File: src/rtl/bus_cycle_ctrl.sv
//------------------------------------------------------------------------------
// Module   : bus_cycle_ctrl
// Purpose  : Clocked 68000 bus-cycle sequencer. Latches the decoded region
//            when AS_n is first seen low, inserts the region's wait states
//            and returns DTACK_n. EXT cycles wait for the external device's
//            own acknowledge. Optionally times out stalled cycles with BERR_n.
// Revision : 1.0  initial release
//
// Ports
//   CLK          in   CPU clock, all state changes on the rising edge
//   RESET_n      in   synchronous active-low reset
//   AS_n         in   CPU address strobe (sampled directly, same clock domain)
//   BOOT         in   0 = boot phase, every cycle uses ROM timing
//   ROM_SEL      in   region decode: ROM
//   RAM_SEL      in   region decode: RAM
//   IO_SEL       in   region decode: on-board IO (fixed wait)
//   EXT_SEL      in   region decode: device supplying its own ack
//   EXT_DTACK_n  in   ack from the external device, active-low
//   DTACK_n      out  registered data-transfer ack to the CPU
//   BERR_n       out  registered bus error to the CPU
//   BUSY         out  registered, high while the sequencer is not idle
//
// Parameters
//   ROM_WAIT / RAM_WAIT / IO_WAIT  wait clocks per region (0..15)
//   BERR_TIMEOUT                   clocks from cycle start to BERR_n (1..255)
//
// Build option
//   BERR_TIMEOUT_EN  when defined, adds the timeout counter and ERR state.
//                    When undefined, BERR_n is tied high and unacked EXT or
//                    unmapped cycles wait until AS_n rises.
//------------------------------------------------------------------------------
`default_nettype none

module bus_cycle_ctrl #(
  parameter int ROM_WAIT     = 2,
  parameter int RAM_WAIT     = 0,
  parameter int IO_WAIT      = 4,
  parameter int BERR_TIMEOUT = 64
) (
  input  logic CLK,
  input  logic RESET_n,
  input  logic AS_n,
  input  logic BOOT,
  input  logic ROM_SEL,
  input  logic RAM_SEL,
  input  logic IO_SEL,
  input  logic EXT_SEL,
  input  logic EXT_DTACK_n,
  output logic DTACK_n,
  output logic BERR_n,
  output logic BUSY
);

  localparam logic [3:0] ROM_WAIT_C = 4'(ROM_WAIT);
  localparam logic [3:0] RAM_WAIT_C = 4'(RAM_WAIT);
  localparam logic [3:0] IO_WAIT_C  = 4'(IO_WAIT);

`ifdef BERR_TIMEOUT_EN
  typedef enum logic [2:0] {
    ST_IDLE = 3'd0,
    ST_WAIT = 3'd1,
    ST_EXTW = 3'd2,
    ST_ACK  = 3'd3,
    ST_ERR  = 3'd4
  } state_t;
`else
  typedef enum logic [1:0] {
    ST_IDLE = 2'd0,
    ST_WAIT = 2'd1,
    ST_EXTW = 2'd2,
    ST_ACK  = 2'd3
  } state_t;
`endif

  state_t     state, state_nx;
  logic [3:0] wcnt, wcnt_nx;
  // Set for EXT-region cycles; clear for unmapped cycles so that a stray
  // EXT_DTACK_n cannot acknowledge an access nobody decoded.
  logic       ext_cycle, ext_cycle_nx;
  logic       dtack_n_r;
  logic       busy_r;

`ifdef BERR_TIMEOUT_EN
  localparam logic [7:0] TIMEOUT_LAST = 8'(BERR_TIMEOUT - 1);

  logic [7:0] tcnt, tcnt_nx;
  logic       berr_n_r;
  logic       timeout;

  // tcnt holds (clocks since cycle start - 1) while in WAIT/EXTW, so the
  // match at BERR_TIMEOUT-1 lands the ERR edge at N+BERR_TIMEOUT.
  assign timeout = (tcnt == TIMEOUT_LAST);
`else
  // Keeps the timeout parameter referenced in builds without the feature.
  logic [7:0] unused_timeout;
  assign unused_timeout = 8'(BERR_TIMEOUT);
`endif

  //----------------------------------------------------------------------------
  // Next-state logic
  //----------------------------------------------------------------------------
  always_comb begin
    state_nx     = state;
    wcnt_nx      = wcnt;
    ext_cycle_nx = ext_cycle;
`ifdef BERR_TIMEOUT_EN
    tcnt_nx      = tcnt;
`endif

    case (state)
      ST_IDLE: begin
        if (!AS_n) begin
`ifdef BERR_TIMEOUT_EN
          tcnt_nx = 8'd0;
`endif
          ext_cycle_nx = 1'b0;
          // Boot phase forces ROM timing regardless of the decode.
          if (!BOOT || ROM_SEL) begin
            state_nx = ST_WAIT;
            wcnt_nx  = ROM_WAIT_C;
          end else if (RAM_SEL) begin
            state_nx = ST_WAIT;
            wcnt_nx  = RAM_WAIT_C;
          end else if (IO_SEL) begin
            state_nx = ST_WAIT;
            wcnt_nx  = IO_WAIT_C;
          end else begin
            state_nx     = ST_EXTW;
            ext_cycle_nx = EXT_SEL;
          end
        end
      end

      ST_WAIT: begin
`ifdef BERR_TIMEOUT_EN
        if (tcnt != 8'hFF) begin
          tcnt_nx = tcnt + 8'd1;
        end
`endif
        // Early strobe release aborts before any ack can be issued; a
        // terminating ack takes precedence over a simultaneous timeout.
        if (AS_n) begin
          state_nx = ST_IDLE;
        end else if (wcnt == 4'd0) begin
          state_nx = ST_ACK;
`ifdef BERR_TIMEOUT_EN
        end else if (timeout) begin
          state_nx = ST_ERR;
`endif
        end else begin
          wcnt_nx = wcnt - 4'd1;
        end
      end

      ST_EXTW: begin
`ifdef BERR_TIMEOUT_EN
        if (tcnt != 8'hFF) begin
          tcnt_nx = tcnt + 8'd1;
        end
`endif
        if (AS_n) begin
          state_nx = ST_IDLE;
        end else if (ext_cycle && !EXT_DTACK_n) begin
          state_nx = ST_ACK;
`ifdef BERR_TIMEOUT_EN
        end else if (timeout) begin
          state_nx = ST_ERR;
`endif
        end
      end

      ST_ACK: begin
        if (AS_n) begin
          state_nx = ST_IDLE;
        end
      end

`ifdef BERR_TIMEOUT_EN
      ST_ERR: begin
        if (AS_n) begin
          state_nx = ST_IDLE;
        end
      end
`endif

      default: begin
        state_nx = ST_IDLE;
      end
    endcase
  end

  //----------------------------------------------------------------------------
  // State and output registers. The strobes are decoded from the next state
  // so they change on the same edge as the state itself.
  //----------------------------------------------------------------------------
  always_ff @(posedge CLK) begin
    if (!RESET_n) begin
      state     <= ST_IDLE;
      wcnt      <= 4'd0;
      ext_cycle <= 1'b0;
      dtack_n_r <= 1'b1;
      busy_r    <= 1'b0;
    end else begin
      state     <= state_nx;
      wcnt      <= wcnt_nx;
      ext_cycle <= ext_cycle_nx;
      dtack_n_r <= (state_nx != ST_ACK);
      busy_r    <= (state_nx != ST_IDLE);
    end
  end

`ifdef BERR_TIMEOUT_EN
  always_ff @(posedge CLK) begin
    if (!RESET_n) begin
      tcnt     <= 8'd0;
      berr_n_r <= 1'b1;
    end else begin
      tcnt     <= tcnt_nx;
      berr_n_r <= (state_nx != ST_ERR);
    end
  end

  assign BERR_n = berr_n_r;
`else
  assign BERR_n = 1'b1;
`endif

  assign DTACK_n = dtack_n_r;
  assign BUSY    = busy_r;

endmodule

`default_nettype wire

File: config.mk
export PLATFORM = sky130hd
export DESIGN_NAME = bus_cycle_ctrl
export DESIGN_NICKNAME = d
export VERILOG_FILES = /design/src/rtl/bus_cycle_ctrl.sv
export SDC_FILE = /design/constraint.sdc
export NUM_CORES = 1
export LEC_CHECK = 0
export ABC_AREA = 1
export CAP_MARGIN = 20
export CORE_AREA = 2 2 39 41
export CTS_CLUSTER_SIZE = 24
export DETAILED_ROUTE_END_ITERATION = 12
export DIE_AREA = 0 0 41 43
export GPL_ROUTABILITY_DRIVEN = 0
export PLACE_DENSITY = 0.62
export SLEW_MARGIN = 20
export SYNTH_ARGS = -nofsm -noshare
export SYNTH_HDL_FRONTEND = slang
export SYNTH_SLANG_ARGS = --single-unit
File: constraint.sdc
create_clock -name CLK -period 1.55 [get_ports CLK]
set_input_delay 0.3875 -clock CLK [delete_from_list [all_inputs] [get_ports CLK]]
set_output_delay 0.3875 -clock CLK [all_outputs]
set_load 0.005 [all_outputs]
---- Word-level counts from Yosys, hierarchy flattened ----
Cells that the tools add are included.
cells by class
  add/sub/neg operators ................... 1
  bitwise gates (word level) .............. 1
  reductions and logical operators ........ 10
  equal/unequal tests ..................... 8
  mux-type cells .......................... 20
operator list
  operator               count
  $mux W4                6
  $mux W2                9
  $ne A2 B2 Y1 const B   4
  $pmux W2 S4            1
  $pmux W4 S2            1
  $reduce_and A5 Y1      1
  $eq A2 B2 Y1 const B   2
  $logic_not A4 Y1       1
  $ne A4 B4 Y1 const B   1
  $reduce_bool A2 Y1     2
  $sub A4 B1 Y4 const B  1
  $mux W1                3
  $eq A2 B1 Y1 const B   1
  $logic_not A1 Y1       2
  $logic_not A2 Y1       1
  $reduce_and A2 Y1      1
  $logic_and A1 B1 Y1    1
  $logic_or A1 B1 Y1     1
  $not A1 Y1             1
storage, ports and cells
  register bits after elaboration ......... 9
  logic and storage cells ................. 45
  output and inout bits ................... 3
  input port bits ......................... 9

---- Longest topological paths before layout ----
Gate-level depths: netlist (run 1).
  depth in word-level cells ............... 6
  mapped depth ............................ 10
  gate-level depth less buffers ........... 10

---- Worst setup path before layout (run 1) ----
No wires, ideal clock.
  kind .................................... register to register
  from .................................... register wcnt[0]
  to ...................................... register wcnt[2]
  stages on the path, launching flop included .. 11
  required time ........................... 1,434 ps
  arrival time ............................ 1,081 ps
  period minus slack after synthesis ...... 1,197 ps
  path slack .............................. 353 ps
  cells stage by stage .................... dfxtp_1 inv_1 ha_1 inv_1 nor2_2 nand2_4 nand3_2 nor2_4 nand2_1 nand2_1 nor2_1
on the way
  cells in the longest elaborated chain, start to end .. 4
  elaborated cells between the ends (all ways) .. 7
  classes of those cells .................. add/sub: 1; eq/ne: 1; mux: 3; reduce/logical: 2
RTL lines
  element                 line  source
  from (decl)             76    logic [3:0] wcnt, wcnt_nx;
  from (signal assigned)  205   wcnt <= wcnt_nx;
  $sub A4 B1 Y4           151   wcnt_nx = wcnt - 4'd1;
  $mux W4                 144   end else if (wcnt == 4'd0) begin
  $mux W4                 142   if (AS_n) begin
  $pmux W4 S2             110   case (state)
Several ways; a longest one is shown, not always the timed one. The select of a mux whose other input is x is not followed.
A chain may end at the register's enable or synchronous reset.

---- Worst setup path in the final report (run 1) ----
  from .................................... register busy_r (netlist: BUSY)
  to ...................................... output BUSY
RTL lines
  element                 line  source
  from (decl)             81    logic busy_r;
  from (signal assigned)  208   busy_r <= (state_nx != ST_IDLE);
  to (decl)               51    output logic BUSY
No word-level cell between the ends.

==> flow_summary.json, run 1 <==
{
  "synth_nets": 83,
  "cts.htree.levels": 1,
  "setup-violations-final": 0,
  "placed_area_um2": 648,
  "syn_avg_cell_area_um2": 6.92,
  "rows": 14,
  "worst_setup_path_startpoint": "BUSY",
  "postRouteAntennaNets": 0,
  "run_status": "completed",
  "synth-seq-cells": 9,
  "cap_viol_max_count": 0,
  "vdd_drop_max_mv": 0.375,
  "first_pass_grt_wire_length_um": 1500,
  "post-cts-setup-buffers": 0,
  "fin_crit_sh": 0.922,
  "num_antenna_cells": 0,
  "ys_top_cells_by_area": "sky130_fd_sc_hd__dfxtp_1 (36%), sky130_fd_sc_hd__nand2_1 (13%), sky130_fd_sc_hd__inv_1 (8.2%), sky130_fd_sc_hd__nor2_1 (6.7%), sky130_fd_sc_hd__nand3_2 (4.0%)",
  "clock_insertion_delay_worst_skew_ns": 0.25,
  "clock_path_buffers": 2,
  "layout.area.seq_um2": 180,
  "maxSlewViolCount": 0,
  "critPathBufInv": 1,
  "viasPerCell": 4.46,
  "crit-reg2reg-launch": "wcnt[0]",
  "antenna_found_initial": 0,
  "ctsRootBufferMaster": "sky130_fd_sc_hd__clkbuf_4",
  "fmax_ghz": 0.699,
  "die_w_um": 41,
  "grt_use_met1": 0.150,
  "global_route.overflow_total": 0,
  "dp_hpwl_um": 783,
  "cts-hold-fix-buffers": 0,
  "multi_input_comb_area_um2": 265,
  "critPathMaxStageDelay_ns": 0.49,
  "clkSinkCount": 9,
  "grt_start_max_net_pins": 7,
  "hold_start": "wcnt[0]",
  "yosys.area.top_type": "sky130_fd_sc_hd__dfxtp_1",
  "drt_iter0_markers": 6,
  "floorplan.core_area_mm2": 0.00138,
  "setup.worst_path.start_class": "flop",
  "finalInstanceArea_um2": 674,
  "drt_pass1_iterations": 4,
  "first_global_vias": 425,
  "leakage_power_summed_over_all_cells_uw": 0.000320,
  "vias": 473,
  "tritoncts_clock_tree": "yes",
  "setup_repair_after_global_routing_missed_its_margin": "false",
  "die-area_mm2": 0.00176,
  "critical_path.top_delay_family": "buffers and inverters",
  "required_ns": 1.16,
  "area_growth_syn_to_layout_pct": 33.4,
  "clkSlewWorstSetupHoldPaths_ns": 0.06,
  "dieHeight_um": 43,
  "netlist-cell-type-count": 21,
  "synthCells": 73,
  "drive_above_1_share": 0.211,
  "critical_path_arrival_ns": 1.04,
  "p_per_area_mw_per_mm2": 827,
  "globalRouteMet3Util": 0.0314,
  "route.final.wire_length_um": 933,
  "initial_utilization": 0.365,
  "number_of_nets_in_the_finished_design": 101,
  "final_common_cell": "sky130_fd_sc_hd__nand2_1",
  "count_of_filler_cells_inserted_in_the_layout": 147,
  "tritoncts.num_buffers": 3,
  "crit_slowest_cell": "sky130_fd_sc_hd__clkdlybuf4s50_1",
  "period_minus_slack_ns": 1.43,
  "resized_after_cts": 0,
  "crit_type": "reg2out",
  "skew_ns": 0.00192,
  "place_inst": 102,
  "finalNonFillerCells": 106,
  "timing_hold_violations_final": 0,
  "worstPathCellList": "clkdlybuf4s50_1",
  "remaining_drc_errors": 0,
  "synth-seq-area-share": 0.356,
  "synth-warning-count": 0,
  "globalRouteTotalUtil": 0.125,
  "io_buffer_count": 10,
  "post_synth_instance_area_um2": 505,
  "gr_util_met2": 0.188,
  "top_level_ports": 12,
  "grt_most_used_layer": "met2",
  "crit_fanout": 1,
  "final_core_util": 0.487,
  "worst_hold_path_type": "reg2reg",
  "most-common-layout-cells": "sky130_fd_sc_hd__nand2_1 (17), sky130_fd_sc_hd__inv_1 (11), sky130_fd_sc_hd__clkdlybuf4s50_1 (10)",
  "crit_path_end_kind": "primary output",
  "wl_per_cell_um": 8.80,
  "share_of_yosys_cell_area_claimed_by_the_top_area_cell_type": 0.356
}
==> synthesized netlist by cell type, drive strengths merged <==
cell type,n
nand2,18
nor2,13
nand3,4
o21ai,5
nand4,1
a31oi,1
xor2,1
a211oi,1
nor3,1
inv,14
conb,1
ha,1
dfxtp,9
a21oi,2
buf,1
==> cells by family (layout without fill, tap and decap cells) <==
group / after synthesis / in the layout / share of synthesized area
AO/OA/AOI/OAI: 9 / 9 / 0.0965
flip-flops: 9 / 9 / 0.356
other: 1 / 1 / 0.00742
adder cells (fa/ha/maj): 1 / 1 / 0.0247
XOR/XNOR: 1 / 1 / 0.0173
buffers and inverters: 15 / 32 / 0.119
AND/OR/NAND/NOR: 37 / 37 / 0.379
==> metal layers <==
metal | up-vias | wire [um]
met5 | - | 0
met4 | 0 | 0
met3 | 0 | 43
met2 | 9 | 440
met1 | 209 | 449
li1 | 255 | -
==> area by class of cell <==
class | instances | share of cell area
multi-input cells | 49 | 0.393
repair buffers | 14 | 0.193
well taps | 16 | 0.0297
inverters | 14 | 0.0779
clock buffers | 4 | 0.0390
flip-flops and latches | 9 | 0.267
==> power breakdown <==
group          switching (uW)  internal (uW)  total [uW]
clock network            75.2           98.8         174
registers                11.0            245         256
logic                    66.0           62.2         128
==> sequential cells by signal (all words and copies together), names as in the netlist <==
| register | count |
|---|---|
| wcnt | 4 |
| state | 2 |
| BUSY | 1 |
| DTACK_n | 1 |
| ext_cycle | 1 |
==> path summary, 6_finish.rpt <==
check / to / slack [ns] / depth (start not counted)
worst max-delay path: BUSY / 0.12 / 1
worst min-delay path: wcnt[0] / 0.49 / 2
worst min register to register: wcnt[0] / 0.49 / 2
worst max register to register: wcnt[2] / 0.23 / 10
==> through the flow <==
step | hold slack (ns) | TNS (ns) | setup WS, ns | power (uW)
2_1_floorplan | 0.453 | 0 | 0.353 | 343
3_3_place_gp | 0.465 | -0.00153 | -0.00153 | 388
3_5_place_dp | 0.475 | -0.0245 | -0.0223 | 389
4_1_cts | 0.488 | 0 | 0.109 | 565
5_1_grt | 0.515 | 0 | 0.0816 | 598
6_report | 0.487 | 0 | 0.120 | 558
(Power assumes the default switching activity.)
==> run 2: changes to the inputs <==
--- a/config.mk
+++ b/config.mk
@@ -5,14 +5,13 @@
 export SDC_FILE = /design/constraint.sdc
 export NUM_CORES = 1
 export LEC_CHECK = 0
-export ABC_AREA = 1
 export CAP_MARGIN = 20
 export CORE_AREA = 2 2 39 41
 export CTS_CLUSTER_SIZE = 24
 export DETAILED_ROUTE_END_ITERATION = 12
 export DIE_AREA = 0 0 41 43
 export GPL_ROUTABILITY_DRIVEN = 0
-export PLACE_DENSITY = 0.62
+export PLACE_DENSITY = 0.58
 export SLEW_MARGIN = 20
 export SYNTH_ARGS = -nofsm -noshare
 export SYNTH_HDL_FRONTEND = slang
==> run 2 against run 1 <==
Effect of this change: global-route usage increased by 4.7 points; clock skew increased by 0.0027 ns; critical path type is now in2reg; the flow now finishes with violations (setup timing); worst hold slack got worse by 0.020 ns; sequential power decreased by 2%; via count unchanged.
==> flow_summary.json, run 2 <==
{
  "largest_register_ffs": 4,
  "vias": 473,
  "synth_nets": 63,
  "synth-seq-cells": 9,
  "total_switching_power_uw": 163,
  "first_global_vias": 482,
  "run_status": "finished with violations",
  "crit_path_end_kind": "flop",
  "most-common-layout-cells": "sky130_fd_sc_hd__buf_4 (17), sky130_fd_sc_hd__dfxtp_1 (7), sky130_fd_sc_hd__clkdlybuf4s50_1 (7)",
  "antenna_found_initial": 0,
  "num_antenna_cells": 0,
  "power.internal_uw": 440,
  "clock_path_buffers": 2,
  "clock_power_share": 0.306,
  "synth_enable_flop_cells": 0,
  "die_w_um": 41,
  "drive_above_1_share": 0.420,
  "die-area_mm2": 0.00176,
  "failed_checks": "setup timing",
  "crit_fanout": 5,
  "count_of_filler_cells_inserted_in_the_layout": 136,
  "skew_ns": 0.00457,
  "maxSlewViolCount": 0,
  "synthCells": 53,
  "p_comb_frac": 0.278,
  "fin_crit_sh": 1.09,
  "ys_top_cells_by_area": "sky130_fd_sc_hd__dfxtp_1 (39%), sky130_fd_sc_hd__nor2_1 (4.9%), sky130_fd_sc_hd__nor3b_1 (4.9%), sky130_fd_sc_hd__a21oi_1 (4.3%), sky130_fd_sc_hd__nor3_1 (4.3%)",
  "synth-seq-area-share": 0.389,
  "fin_total_pwr_uw": 603,
  "vdd_drop_max_mv": 0.419,
  "viasPerCell": 4.88,
  "power.share.sequential": 0.417,
  "whs_ns": 0.467,
  "dieHeight_um": 43,
  "tritoncts_clock_tree": "yes",
  "drt_pass1_iterations": 2,
  "top_level_ports": 12,
  "initial_utilization": 0.335,
  "setup.worst_path.start_class": "input port",
  "clock_insertion_delay_worst_skew_ns": 0.26,
  "floorplan.core_area_mm2": 0.00138,
  "tritoncts.num_buffers": 3,
  "period_minus_slack_ns": 1.68,
  "rows": 14,
  "route.final.wire_length_um": 1130,
  "netlist_top_cells_count": "sky130_fd_sc_hd__dfxtp_1 (9), sky130_fd_sc_hd__nor2_1 (6), sky130_fd_sc_hd__a21oi_1 (4), sky130_fd_sc_hd__inv_1 (4), sky130_fd_sc_hd__nor3_1 (4)",
  "layout_top_registers": "wcnt: 4 flops, state: 2 flops",
  "number_of_nets_in_the_finished_design": 92,
  "postRouteAntennaNets": 0,
  "io_buffer_count": 10,
  "synth-warning-count": 0,
  "fmax_ghz": 0.594,
  "dp_hpwl_um": 828,
  "area_growth_syn_to_layout_pct": 68.6,
  "grt_start_max_net_pins": 8,
  "crit_type": "in2reg",
  "yosys.area.top_type": "sky130_fd_sc_hd__dfxtp_1",
  "yosys_most_used_dff": "sky130_fd_sc_hd__dfxtp_1",
  "clkSinkCount": 9,
  "post-place-ws_ns": -0.506,
  "cts.htree.levels": 1,
  "wl_per_cell_um": 11.6,
  "drt_iter0_markers": 4,
  "share_of_yosys_cell_area_claimed_by_the_top_area_cell_type": 0.389,
  "remaining_drc_errors": 0,
  "setup_repair_after_global_routing_missed_its_margin": "true",
  "leakage_power_summed_over_all_cells_uw": 0.000335,
  "ctsRootBufferMaster": "sky130_fd_sc_hd__clkbuf_4",
  "required_ns": 1.74,
  "globalRouteTotalUtil": 0.172,
  "setup_ws_ns": -0.134,
  "p_per_area_mw_per_mm2": 772,
  "top_register": "wcnt",
  "post_synth_instance_area_um2": 463,
  "synthMostInstantiatedCell": "sky130_fd_sc_hd__dfxtp_1",
  "setup-violations-final": 4,
  "netlist-cell-type-count": 25,
  "async_reset_ff_frac": 0,
  "cap_viol_max_count": 0,
  "first_pass_grt_wire_length_um": 1950,
  "critical_path_arrival_ns": 1.88,
  "global_route.overflow_total": 0,
  "timing_hold_violations_final": 0,
  "final_common_cell": "sky130_fd_sc_hd__buf_4",
  "worst_hold_path_type": "reg2reg",
  "syn_avg_cell_area_um2": 8.73,
  "switching_share": 0.270,
  "clkSlewWorstSetupHoldPaths_ns": 0.06
}
==> run 2: cell types whose count changed after synthesis, sizes merged, moves of 3 or more <==
cell | previous run | this run
nor3 | 1 | 4
nor3b | 0 | 3
inv | 14 | 4
nand3 | 4 | 0
nor2 | 13 | 6
nand2 | 18 | 0
==> run 2: cell families (layout without fill, tap and decap cells) <==
group                    after synthesis  in the layout  synth area share
adder cells (fa/ha/maj)                1              1            0.0270
flip-flops                             9              9             0.389
AO/OA/AOI/OAI                         13             13             0.211
buffers and inverters                  7             35            0.0649
AND/OR/NAND/NOR                       22             22             0.300
other                                  1              1           0.00810
==> run 2: repair_timing <==
action                                  in CTS  in global routing
gates resized for setup                      9                  4
hold buffers                                 0                  0
pin swaps                                    3                  1
endpoints found under the setup margin       5                  5
setup buffers                                1                  0
cloned                                       0                  0
==> run 2: final cells by class <==
class / instances / area, um^2 / area share
inverters: 4 / 15.0 / 0.0192
repair buffers: 27 / 224 / 0.287
clock buffers: 4 / 26.3 / 0.0337
well taps: 16 / 20.0 / 0.0256
flip-flops and latches: 9 / 183 / 0.234
multi-input cells: 37 / 313 / 0.401
==> run 2: through the flow <==
stage	cell area, um^2	TNS [ns]	cells	utilization
3_5_place_dp	703	-2.51	92	0.508
5_1_grt	781	-0.663	97	0.564
2_1_floorplan	478	-0.247	53	-
3_3_place_gp	703	-2.40	92	0.508
4_1_cts	769	-0.359	97	0.556
6_report	781	-0.388	97	0.564
==> run 2: power groups by stage <==
stage | Sequential [uW] | Combinational (uW) | Clock [uW]
2_1_floorplan | 258 | 67.5 | 0
3_3_place_gp | 256 | 147 | 0
3_5_place_dp | 256 | 148 | 0
4_1_cts | 251 | 162 | 193
5_1_grt | 252 | 184 | 204
6_report | 251 | 167 | 184
==> run 2: per-layer routing <==
metal / GRT usage / vias to the layer above / share of wire / routed length (um)
li1: - / 249 / - / -
met1: 0.199 / 212 / 0.46 / 522
met2: 0.250 / 10 / 0.47 / 531
met3: 0.0471 / 2 / 0.046 / 52
met4: 0.140 / 0 / 0.019 / 21
met5: 0 / - / 0 / 0
==> run 2: worst max-delay path, cell delays in order <==
cell and delay [ns]:
sky130_fd_sc_hd__clkdlybuf4s50_1 0.47, sky130_fd_sc_hd__nor3_1 0.07, sky130_fd_sc_hd__a211o_4 0.35, sky130_fd_sc_hd__or4_4 0.48, sky130_fd_sc_hd__a21oi_2 0.12
==> run 2: final timing paths <==
path         slack [ns]      start  cells past startpoint   endpoint
max               -0.13     IO_SEL                      5    wcnt[0]
min                0.47  ext_cycle                      2  ext_cycle
max reg2reg       -0.13    wcnt[1]                      6    wcnt[0]
min reg2reg        0.47  ext_cycle                      2  ext_cycle
==> run 3: changes to the inputs <==
--- a/config.mk
+++ b/config.mk
@@ -6,13 +6,13 @@
 export NUM_CORES = 1
 export LEC_CHECK = 0
 export CAP_MARGIN = 20
-export CORE_AREA = 2 2 39 41
+export CORE_ASPECT_RATIO = 1.4
+export CORE_MARGIN = 1
+export CORE_UTILIZATION = 25
 export CTS_CLUSTER_SIZE = 24
 export DETAILED_ROUTE_END_ITERATION = 12
-export DIE_AREA = 0 0 41 43
 export GPL_ROUTABILITY_DRIVEN = 0
-export PLACE_DENSITY = 0.58
-export SLEW_MARGIN = 20
+export PLACE_DENSITY = 0.45
 export SYNTH_ARGS = -nofsm -noshare
 export SYNTH_HDL_FRONTEND = slang
 export SYNTH_SLANG_ARGS = --single-unit
==> run 3 against run 2 <==
Effect of this change: the flow still finishes with violations (setup timing); die area is 15% higher; combinational power rose by 4%; count of clock-buffer cells in the layout unchanged; sequential share of layout area hardly changed; sequential cell count is the same; non-clock buffer count down 1; sequential power hardly changed; first-iteration DRC count increased by 25%; via count grew 3.8%; cell count rose by 3.1%; critical endpoint unchanged; largest cell class unchanged; largest power group unchanged.
==> flow_summary.json, run 3 (synthesis gave the netlist of run 2 again) <==
{
  "setup_repair_after_global_routing_missed_its_margin": "true",
  "setup.worst_path.start_class": "input port",
  "power.internal_uw": 443,
  "crit_path_end_kind": "flop",
  "final_common_cell": "sky130_fd_sc_hd__buf_4",
  "crit_fanout": 5,
  "crit_type": "in2reg",
  "most-common-layout-cells": "sky130_fd_sc_hd__buf_4 (16), sky130_fd_sc_hd__clkdlybuf4s50_1 (10), sky130_fd_sc_hd__dfxtp_1 (7)",
  "viasPerCell": 4.91,
  "p_comb_frac": 0.285,
  "switching_share": 0.272,
  "clock_power_share": 0.302,
  "remaining_drc_errors": 0,
  "finalNonFillerCells": 100,
  "clock_insertion_delay_worst_skew_ns": 0.27,
  "area_growth_syn_to_layout_pct": 68.4,
  "timing_hold_violations_final": 0,
  "clkSinkCount": 9,
  "critical_path.top_delay_family": "simple AND/OR/NAND/NOR gates",
  "top_level_ports": 12,
  "route.final.wire_length_um": 1210,
  "vias": 491,
  "crit_slowest_cell": "sky130_fd_sc_hd__or4_4",
  "tritoncts.num_buffers": 3,
  "drt_pass1_iterations": 4,
  "whs_ns": 0.468,
  "top_register": "wcnt",
  "die-area_mm2": 0.00203,
  "skew_ns": 0.00453,
  "drt_iter0_markers": 5,
  "worst_hold_path_type": "reg2reg",
  "fin_crit_sh": 1.11,
  "ctsRootBufferMaster": "sky130_fd_sc_hd__clkbuf_4",
  "dieHeight_um": 52.9,
  "global_route.overflow_total": 0,
  "initial_utilization": 0.264,
  "leakage_power_summed_over_all_cells_uw": 0.000323,
  "layout_top_registers": "wcnt: 4 flops, state: 2 flops",
  "setup-violations-final": 4,
  "dp_hpwl_um": 832,
  "clkSlewWorstSetupHoldPaths_ns": 0.06,
  "critPathBufInv": 1,
  "fmax_ghz": 0.579,
  "rows": 18,
  "antenna_found_initial": 0,
  "first_global_vias": 486,
  "drive_above_1_share": 0.425,
  "total_switching_power_uw": 165,
  "fin_tns_setup_ns": -0.483,
  "cap_viol_max_count": 0,
  "period_minus_slack_ns": 1.73,
  "number_of_nets_in_the_finished_design": 91,
  "wl_per_cell_um": 12.1,
  "first_pass_grt_wire_length_um": 2040,
  "cts.htree.levels": 1,
  "critical_path_arrival_ns": 1.92,
  "die_w_um": 38.4,
  "worstPathCellList": "clkdlybuf4s50_1 > nor3b_1 > a211o_4 > or4_4 > a21oi_2",
  "critPathMaxStageDelay_ns": 0.49,
  "largest_register_ffs": 4,
  "postRouteAntennaNets": 0,
  "io_buffer_count": 10,
  "grt_start_max_net_pins": 10,
  "maxSlewViolCount": 0,
  "clock_path_buffers": 2,
  "setup_ws_ns": -0.177,
  "run_status": "finished with violations",
  "finalInstanceArea_um2": 779,
  "place_inst": 93,
  "num_antenna_cells": 0,
  "tritoncts_clock_tree": "yes",
  "globalRouteTotalUtil": 0.151,
  "p_per_area_mw_per_mm2": 780,
  "post-place-ws_ns": -0.488,
  "power.share.sequential": 0.413,
  "failed_checks": "setup timing",
  "required_ns": 1.75,
  "vdd_drop_max_mv": 0.393,
  "floorplan.core_area_mm2": 0.00176,
  "placed_area_um2": 686
}
## run 3: layout make-up
class / instances / area [um^2]
flip-flops and latches: 9 / 183
repair buffers: 26 / 220
multi-input cells: 37 / 310
fillers: 186 / 977
well taps: 20 / 25.0
clock buffers: 4 / 26.3
inverters: 4 / 15.0
## run 3: per-layer routing
metal  global-route usage  up-vias  routed length, um
li1                     -      246                  -
met1                0.154      226                507
met2                0.251       14                612
met3               0.0504        5                 51
met4                0.103        0                 42
met5                    0        -                  0
## run 3: per-stage QoR
step	utilization	total power, uW
floorplan	-	326
finish	0.444	608
CTS	0.436	605
detailed placement	0.390	397
global route	0.444	645
global placement	0.390	396
## run 3: worst min-delay path, cell delays in order (launching register included)
cell and delay (ns):
sky130_fd_sc_hd__dfxtp_1 0.31, sky130_fd_sc_hd__o31ai_1 0.06, sky130_fd_sc_hd__a21oi_1 0.06
## run 3: worst paths after layout
kind                   from         to  slack (ns)  cells after the start
setup / recovery       BOOT    wcnt[0]       -0.18                      5
hold / removal    ext_cycle  ext_cycle        0.47                      2
setup reg to reg    wcnt[1]    wcnt[0]       -0.18                      6
hold reg to reg   ext_cycle  ext_cycle        0.47                      2
## run 3: power by group through the flow
stage	Sequential (uW)	Combinational [uW]	Clock, uW
2_1_floorplan	258	67.5	0
6_report	251	173	183
4_1_cts	251	167	187
5_1_grt	253	189	204
3_3_place_gp	256	140	0
3_5_place_dp	256	141	0
## run 3: timing repair
item                                    CTS  global route
buffers inserted                          3             0
pin swaps                                 3             4
endpoints found under the setup margin    5             8
gates resized for setup                   5             4
hold buffers                              0             0
